===== config.mk =====
export PLATFORM = sky130hd
export DESIGN_NAME = gate_sequencer
export DESIGN_NICKNAME = d
export VERILOG_FILES = /design/src/rtl/qc_pkg.sv /design/src/rtl/gate_decoder.sv /design/src/rtl/gate_sequencer.sv
export SDC_FILE = /design/constraint.sdc
export NUM_CORES = 1
export LEC_CHECK = 0
export ABC_CLOCK_PERIOD_IN_PS = 4700
export BUFFER_PORTS_ARGS = -buffer_cell sky130_fd_sc_hd__buf_2
export CAP_MARGIN = 40
export CORE_MARGIN = 2
export CORE_UTILIZATION = 51
export CTS_CLUSTER_SIZE = 16
export DETAILED_ROUTE_END_ITERATION = 10
export PLACE_DENSITY = 0.86
export SYNTH_ARGS = -nofsm -noshare
export SYNTH_HDL_FRONTEND = slang
export SYNTH_SLANG_ARGS = --single-unit

===== constraint.sdc =====
create_clock -name clk -period 4.7 [get_ports clk]
set_clock_uncertainty 0.1 [all_clocks]
set_input_delay 0.235 -clock clk [delete_from_list [all_inputs] [get_ports clk]]
set_output_delay 0.235 -clock clk [all_outputs]
set_load 0.005 [all_outputs]

===== src/rtl/qc_pkg.sv =====
// Shared types for the gate sequencer: opcodes, error codes, FSM states,
// the microcode word layout and the decoder's classification result.
package qc_pkg;

  typedef enum logic [3:0] {
    OP_NOP       = 4'd0,
    OP_H         = 4'd1,
    OP_X         = 4'd2,
    OP_Z         = 4'd3,
    OP_CNOT      = 4'd4,
    OP_CPHASE    = 4'd5,
    OP_SWAP      = 4'd6,
    OP_MASKPHASE = 4'd7,
    OP_END       = 4'd15
  } opcode_e;

  typedef enum logic [1:0] {
    ERR_NONE    = 2'd0,
    ERR_OPCODE  = 2'd1,
    ERR_RANGE   = 2'd2,
    ERR_OVERRUN = 2'd3
  } err_code_e;

  typedef enum logic [2:0] {
    ST_IDLE      = 3'd0,
    ST_FETCH     = 3'd1,
    ST_ISSUE     = 3'd2,
    ST_WAIT_EXEC = 3'd3,
    ST_DONE      = 3'd4,
    ST_ERROR     = 3'd5
  } state_e;

  typedef enum logic [2:0] {
    KIND_EXEC      = 3'd0,
    KIND_NOP       = 3'd1,
    KIND_END       = 3'd2,
    KIND_ILLEGAL   = 3'd3,
    KIND_RANGE_ERR = 3'd4
  } kind_e;

  typedef struct packed {
    opcode_e     op;
    logic [3:0]  qa;
    logic [3:0]  qb;
    logic [15:0] imm;
    logic [3:0]  rsvd;
  } instr_t;

endpackage


===== src/rtl/gate_decoder.sv =====
// Combinational classification of one microcode word: executable gate,
// NOP, END, illegal opcode, or qubit-index fault.
module gate_decoder
  import qc_pkg::*;
#(
  parameter int MAX_QUBITS = 4
) (
  input  instr_t instr,
  output kind_e  kind
);

  // Mask/value bits that address qubits beyond the register are forbidden.
  localparam logic [3:0] HI_MASK = (MAX_QUBITS >= 4) ? 4'h0
                                 : 4'(~((32'd1 << MAX_QUBITS) - 32'd1));

  function automatic logic q_ok(input logic [3:0] q);
    return int'({28'd0, q}) < MAX_QUBITS;
  endfunction

  logic unused_fields;
  assign unused_fields = ^{instr.imm, instr.rsvd};

  always_comb begin
    kind = KIND_ILLEGAL;
    case (instr.op)
      OP_NOP: kind = KIND_NOP;
      OP_END: kind = KIND_END;
      OP_H, OP_X, OP_Z:
        kind = q_ok(instr.qa) ? KIND_EXEC : KIND_RANGE_ERR;
      OP_CNOT, OP_CPHASE, OP_SWAP:
        kind = (q_ok(instr.qa) && q_ok(instr.qb) && (instr.qa != instr.qb))
               ? KIND_EXEC : KIND_RANGE_ERR;
      OP_MASKPHASE:
        kind = (((instr.qa | instr.qb) & HI_MASK) == 4'h0)
               ? KIND_EXEC : KIND_RANGE_ERR;
      default: kind = KIND_ILLEGAL;
    endcase
  end

endmodule


===== src/rtl/gate_sequencer.sv =====
// Microcode-driven gate sequencer: fetches words from an external ROM,
// issues gate commands with a valid/ready handshake and waits for execution.
module gate_sequencer
  import qc_pkg::*;
#(
  parameter int MAX_QUBITS = 4,
  parameter int PC_W       = 8
) (
  input  logic            clk,
  input  logic            rst,
  input  logic            start,
  input  logic [2:0]      prog_id,
  input  logic            abort,
  output logic [2:0]      rom_prog_id,
  output logic [PC_W-1:0] rom_addr,
  input  logic [31:0]     rom_data,
  output logic            gate_valid,
  input  logic            gate_ready,
  output logic [3:0]      gate_op,
  output logic [3:0]      gate_qa,
  output logic [3:0]      gate_qb,
  output logic [15:0]     gate_imm,
  input  logic            exec_done,
  output logic            busy,
  output logic            done,
  output logic            err,
  output logic [1:0]      err_code,
  output logic [7:0]      gate_count
);

  state_e          state, state_nx;
  logic [PC_W-1:0] pc;
  logic [2:0]      prog_q;
  instr_t          ir;
  instr_t          rom_instr;
  kind_e           kind;
  logic [7:0]      count_q;
  logic            err_q;
  err_code_e       err_code_q;
  err_code_e       err_code_nx;
  logic            pc_step;
  logic            accept;
  logic            pc_last;
  logic            unused_bits;

  assign rom_instr   = instr_t'(rom_data);
  assign pc_last     = &pc;
  assign unused_bits = ^ir.rsvd;

  gate_decoder #(.MAX_QUBITS(MAX_QUBITS)) u_decoder (
    .instr (rom_instr),
    .kind  (kind)
  );

  // NOTE: every output of this block gets a default first, so no path leaves
  // a value unassigned and no latch is inferred.
  always_comb begin
    state_nx    = state;
    err_code_nx = ERR_NONE;
    pc_step     = 1'b0;
    accept      = 1'b0;
    case (state)
      ST_IDLE: if (start) state_nx = ST_FETCH;
      ST_FETCH: begin
        if (abort) state_nx = ST_IDLE;
        else begin
          case (kind)
            KIND_END: state_nx = ST_DONE;
            KIND_NOP: begin
              if (pc_last) begin
                state_nx    = ST_ERROR;
                err_code_nx = ERR_OVERRUN;
              end else pc_step = 1'b1;
            end
            KIND_ILLEGAL: begin
              state_nx    = ST_ERROR;
              err_code_nx = ERR_OPCODE;
            end
            KIND_RANGE_ERR: begin
              state_nx    = ST_ERROR;
              err_code_nx = ERR_RANGE;
            end
            default: state_nx = ST_ISSUE;
          endcase
        end
      end
      ST_ISSUE: begin
        if (abort) state_nx = ST_IDLE;
        else if (gate_ready) begin
          state_nx = ST_WAIT_EXEC;
          accept   = 1'b1;
        end
      end
      ST_WAIT_EXEC: begin
        if (abort) state_nx = ST_IDLE;
        else if (exec_done) begin
          if (pc_last) begin
            state_nx    = ST_ERROR;
            err_code_nx = ERR_OVERRUN;
          end else begin
            state_nx = ST_FETCH;
            pc_step  = 1'b1;
          end
        end
      end
      default: state_nx = ST_IDLE;
    endcase
  end

  // NOTE: state is updated only with non-blocking assignments so every
  // register samples pre-edge values regardless of statement order.
  always_ff @(posedge clk) begin
    if (rst) begin
      state      <= ST_IDLE;
      pc         <= '0;
      prog_q     <= '0;
      ir         <= '0;
      count_q    <= '0;
      err_q      <= 1'b0;
      err_code_q <= ERR_NONE;
    end else begin
      state <= state_nx;
      if (state == ST_IDLE && start) begin
        prog_q     <= prog_id;
        pc         <= '0;
        count_q    <= '0;
        err_q      <= 1'b0;
        err_code_q <= ERR_NONE;
      end
      if (pc_step) pc <= pc + 1'b1;
      if (state == ST_FETCH) ir <= rom_instr;
      if (accept && count_q != 8'hFF) count_q <= count_q + 8'd1;
      if (state_nx == ST_ERROR) begin
        err_q      <= 1'b1;
        err_code_q <= err_code_nx;
      end
    end
  end

  assign rom_prog_id = prog_q;
  assign rom_addr    = pc;
  assign gate_valid  = (state == ST_ISSUE);
  assign gate_op     = ir.op;
  assign gate_qa     = ir.qa;
  assign gate_qb     = ir.qb;
  assign gate_imm    = ir.imm;
  assign busy        = (state != ST_IDLE);
  assign done        = (state == ST_DONE);
  assign err         = err_q;
  assign err_code    = err_code_q;
  assign gate_count  = count_q;

endmodule


# Yosys cells after proc, flatten, opt, wreduce, memory -nomap -nowiden
# Index checks and enable logic that the tools add are counted.
# op_classes
n_mux,35
n_eq_ne,19
reduce_logical,14
order_cmp,2
add_sub_neg,2
# op_table
op,n
$mux W3,10
$mux W8,3
$add A8 B1 Y8 const B,2
$eq A4 B3 Y1 const B,4
$pmux W3 S5,1
$eq A3 B2 Y1 const B,4
$mux W2,6
$pmux W3 S4,1
$mux W1,10
$eq A3 B3 Y1 const B,3
$pmux W3 S3,1
$eq A4 B2 Y1 const B,2
$lt A4 B3 Y1 const B,2
$ne A8 B8 Y1 const B,1
$reduce_and A8 Y1,1
$eq A3 B1 Y1 const B,2
$pmux W2 S3,1
$reduce_bool A2 Y1,3
$reduce_or A3 Y1,2
$eq A4 B1 Y1 const B,1
$eq A4 B4 Y1 const B,1
$logic_and A1 B1 Y1,4
$logic_not A4 Y1,1
$ne A4 B4 Y1,1
5 further kinds,5
# totals
input_bits,41
output_inout_bits,53
wordCells,82
reg_bits,53

# Logic depth before layout (Yosys ltp)
# logic_depth
depth_word,12
ltp_mapped,6
mapped_depth_nobuf,6

# By module
# From an unflattened synthesis, not the netlist that was laid out.
# hier_totals
cells_unflattened,321
area_unflattened_um2,2493.6
# modules_own_cells
mod,area_per_inst_um2,instances,cells_per_inst,seq_area_each_um2
gate_sequencer,2417.3,1,307,1061.0
gate_decoder,76.3,1,14,0.0

# Least setup slack after synthesis
# OpenSTA, ideal clock, no wires.
# synth_timing
kind,flip-flop to flip-flop
startpoint,register state[0]
endpoint,register pc[4] (netlist: rom_addr[4])
path_stages_with_launch,7
t_required_ps,4467
arrival_ps,1802
period_less_slack_ps,2035
setup_ps,133
slack_ps,2665
n_path_buf,1
cell_sequence,dfxtp_1 -> or3b_1 -> or4_1 -> buf_2 -> a32o_1 -> nand2_1 -> a311oi_1
# synth_between
elab_chain_len,3
elab_cells_between_ends,7
classes_between,eq/ne: 2; mux: 2; reduce/logical: 3
# synth_rtl
element,line,text
start: declaration,gate_sequencer.sv:31,"state_e state, state_nx;"
start signal: assignment,gate_sequencer.sv:122,state <= state_nx;
$eq A3 B2 Y1 (tied with other cells),gate_sequencer.sv:62,case (state)
$pmux W1 S2 / $logic_and A1 B1 Y1 (equally long branches),"gate_sequencer.sv:62, gate_sequencer.sv:123",
$mux W8 / $reduce_bool A2 Y1 (equally long branches),-,
end signal: assignment,gate_sequencer.sv:130,if (pc_step) pc <= pc + 1'b1;
end: declaration,gate_sequencer.sv:32,logic [PC_W-1:0] pc;
# Parallel ways exist; a longest one is shown, timed or not.
# A chain may end at the register's enable or synchronous reset.

# Final worst setup path
# layout_timing
startpoint,register state[0]
endpoint,register err_q (netlist: err)
# layout_between
elab_chain_len,6
elab_cells_between_ends,17
classes_between,eq/ne: 4; mux: 10; reduce/logical: 3
# layout_rtl
element,line,text
$mux W3,gate_sequencer.sv:70,if (pc_last) begin
$pmux W3 S3,gate_sequencer.sv:67,case (kind)
$mux W3,gate_sequencer.sv:65,if (abort) state_nx = ST_IDLE;
$pmux W3 S4,gate_sequencer.sv:62,
$eq A3 B3 Y1,gate_sequencer.sv:133,if (state_nx == ST_ERROR) begin
$mux W1 / $reduce_bool A2 Y1 (equally long branches),-,
end signal: assignment,gate_sequencer.sv:119,err_q <= 1'b0;
end signal: assignment,gate_sequencer.sv:127,err_q <= 1'b0;
end signal: assignment,gate_sequencer.sv:134,err_q <= 1'b1;
end: declaration,gate_sequencer.sv:38,logic err_q;
# Parallel ways exist; a longest one is shown, timed or not.

==> out/qor.log <==
INFO  die            core=0.00438mm^2
INFO  setup_path     worst_path_dominant_cell_family=simple AND/OR/NAND/NOR gates
INFO  logic_synthesis ys_ff_latch=53
INFO  grt            grt_overflow_total=0
INFO  logic_synthesis yosys_warnings=0
INFO  clocking       postCtsSetupRepairBufs=0
INFO  logic_synthesis synth_cells=297
INFO  clocking       cts-htree-levels=2
INFO  setup_path     r2r_slack=2130ps
INFO  placement      post-dp-hpwl=4140um
INFO  drt            detail_route.wirelength=5740um
INFO  run            maxCapViolCount=0
INFO  clocking       post_cts_resized=0
INFO  timing         timing.final.setup_violations=0
INFO  grt            antenna_found_initial=0
INFO  setup_path     crit_path_start_kind=register
INFO  logic_synthesis synthesis.nets=340
INFO  clocking       clock_tree.root_cell=clkbuf_8
INFO  die            floorplan.die_area=0.00511mm^2
INFO  die            height_of_the_die=71.5um
INFO  timing         final_max_slew_viol_count=0
INFO  setup_path     worst_setup_ep=err
INFO  logic_synthesis synth_enable_flop_cells=0
INFO  cells_and_area final.fill_count=388
INFO  grt            grt_start_max_net_pins=44
INFO  clocking       tritoncts_num_sinks=53
INFO  cells_and_area multiInputGateArea=0.00120mm^2
INFO  drt            ant_nets=0
INFO  setup_path     crit-reg2reg-launch=state[0]
INFO  timing         final-hold-violation-count=0
INFO  die            floorplan.rows=24
INFO  grt            groute.usage.overall=22.3%
INFO  setup_path     path_buf_inv=1
INFO  logic_synthesis post_synth.cell_area_avg=7.81um^2
INFO  logic_synthesis synth_area=0.00232mm^2
INFO  timing         max_freq=0.389GHz
INFO  drt            routed-via-count=2362
INFO  power          total_power=0.000898W
INFO  placement      place_area=0.00283mm^2
INFO  power          vdd_ir_drop_max=220uV
INFO  timing         grt_setup_unrepaired=false
INFO  cells_and_area final_util=67.2%
INFO  setup_path     cp_cell_sequence=or3b_1 > buf_16 > or4_1 > nand2_1 > nand4_1 > a41oi_1
INFO  setup_path     crit_path_top_delay_cell=or4_1
INFO  logic_synthesis seq_area_frac_synth=45.7%
INFO  die            chipWidth=71.5um
INFO  clocking       hold_buffers=0
INFO  timing         setup_tns=0ps
INFO  cells_and_area layout.cells.most_common=buf_2
INFO  setup_path     cp.required=4830ps
INFO  drt            first_pass_iters=4
INFO  setup_path     crit_arrival=2700ps
INFO  timing         fin_crit_period=2570ps
INFO  logic_synthesis ys_async_sr_fraction=0%
INFO  cells_and_area seq_area=0.00106mm^2
INFO  clocking       path_clk_slew=100ps
INFO  cells_and_area layout-area-overhead-vs-synth=26.8%
INFO  grt            via_count_of_the_first_global_routing_pass=2158
INFO  setup_path     timing.reg2reg.worst_path_depth=6
INFO  drt            drt_first_iter_violations=117
INFO  drt            drt-wirelength-per-cell=13.3um
INFO  clocking       cts_buffers=5
INFO  setup_path     critical_path.startpoint=state[0]
INFO  die            floorplan.initialDensity=52.9%
INFO  cells_and_area final_nets=423
INFO  setup_path     critical_path.endpoint_type=register
INFO  grt            wire_length_of_the_first_global_routing_pass=9260um
INFO  die            io-pin-count=94
INFO  timing         max_slew_margin=59.6%
INFO  setup_path     class_of_the_most_critical_setup_path=register to register
INFO  clocking       cts_tree=done
INFO  cells_and_area layout_common_cells=buf_2, nand2_1, dfxtp_1
INFO  setup_path     critPathMaxFanout=27
INFO  cells_and_area share_of_cells_above_drive_strength_1=27.6%
INFO  setup_path     worst_path_largest_cell_delay=620ps
INFO  outcome        result_of_the_run=complete, no violations
INFO  clocking       ctsLongestPathBuffers=2
INFO  power          power.density_cell_area=305mW/mm^2
INFO  clocking       worst_skew_pair_latency=300ps
INFO  cells_and_area final_design_area_no_fill=0.00294mm^2
INFO  placement      placement.io_buffers=89
INFO  setup_path     worst_r2r_endpoint=err
INFO  placement      gp_routability_congestion=0.839
INFO  logic_synthesis ys_types=39
INFO  timing         final.hold.worst_slack=53.6ps
INFO  cells_and_area number_of_inserted_diodes=0
INFO  drt            drc=0
INFO  logic_synthesis synthFlopType=dfxtp_1
INFO  power          leakage_power_of_the_design=1.31nW
INFO  timing         fin_crit_sh=54.6%
INFO  timing         max_slew.worst_pin.slew=604ps
INFO  drt            post_drt_via_cell_ratio=5.45
INFO  setup_path     path_depth=6
INFO  hold_path      hp-class=primary input to register
[sequential cells by signal, summed over array words and instances (netlist names)]
name	cells
gate_op	4
rom_prog_id	3
err	1
gate_qb	4
state	3
err_code	2
gate_imm	16
rom_addr	8
gate_count	8
gate_qa	4
[metal layers]
| layer | global-route usage (%) | share of wire [%] | vias up |
|---|---|---|---|
| li1 | - | - | 1205 |
| met1 | 26.2 | 41 | 1074 |
| met2 | 40.6 | 51 | 74 |
| met3 | 4.64 | 6.0 | 9 |
| met4 | 6.50 | 1.8 | 0 |
| met5 | 0 | 0 | - |
[worst min-delay path, cell delays in order]
cell     delay, ps
buf_2           90
nand2_1         40
a21oi_1         50
[power by group]
part | switching (W) | internal (W) | leakage (nW)
sequential | 0.00000914 | 0.000467 | 0.431
clock | 0.000152 | 0.000160 | 0.0585
combinational | 0.0000619 | 0.0000490 | 0.819
total | 0.000223 | 0.000675 | 1.31
[Yosys cell counts, types with 3 or more instances]
cell type | count | share of area, %
and3_1 | 6 | 1.6
nand2b_1 | 3 | 0.81
nand3_1 | 16 | 3.5
dfxtp_1 | 53 | 46
nor2_1 | 9 | 1.5
or3_1 | 5 | 1.3
clkbuf_1 | 13 | 2.1
nand3b_1 | 6 | 1.9
a21o_1 | 3 | 0.97
o21ai_0 | 7 | 1.5
nor2b_1 | 4 | 1.1
nand2_1 | 81 | 13
a21oi_1 | 45 | 9.7
nor3_1 | 4 | 0.86
a31oi_1 | 8 | 2.2
[cell families after synthesis]
| kind of cell | count (synthesis) | share of synthesized area, % |
|---|---|---|
| simple gates | 147 | 29.6 |
| compound gates | 76 | 19.7 |
| flops | 53 | 45.7 |
| buf+inv | 16 | 2.64 |
| xor+xnor | 2 | 0.755 |
| fa+ha+maj | 2 | 1.08 |
| mux | 1 | 0.431 |
[final cells by class]
cell class	count	area share, %
Clock buffer	5	2.34
Multi-Input combinational cell	228	40.8
Clock inverter	3	1.49
Sequential cell	53	36.0
Tap cell	52	2.21
Timing Repair Buffer	92	17.1
[stage by stage]
step	setup WS (ps)	std cells
after floorplan	2670	297
after global placement	1920	422
after detailed placement	2170	425
after CTS	2140	433
after global routing	2010	433
final	2130	433
[worst min path at each step]
| stage | slack [ps] | from | cells after the start | end |
|---|---|---|---|---|
| finish | 50 | prog_id[0] | 3 | rom_prog_id[0] |
| global route | 60 | prog_id[1] | 3 | rom_prog_id[1] |
| CTS | 50 | rom_data[16] | 3 | gate_imm[12] |
| detailed placement | 340 | gate_qb[3] | 2 | gate_qb[3] |
| global placement | 340 | gate_imm[6] | 2 | gate_imm[6] |
| floorplan | 270 | rom_data[4] | 2 | gate_imm[0] |
(Power assumes the default switching activity.)
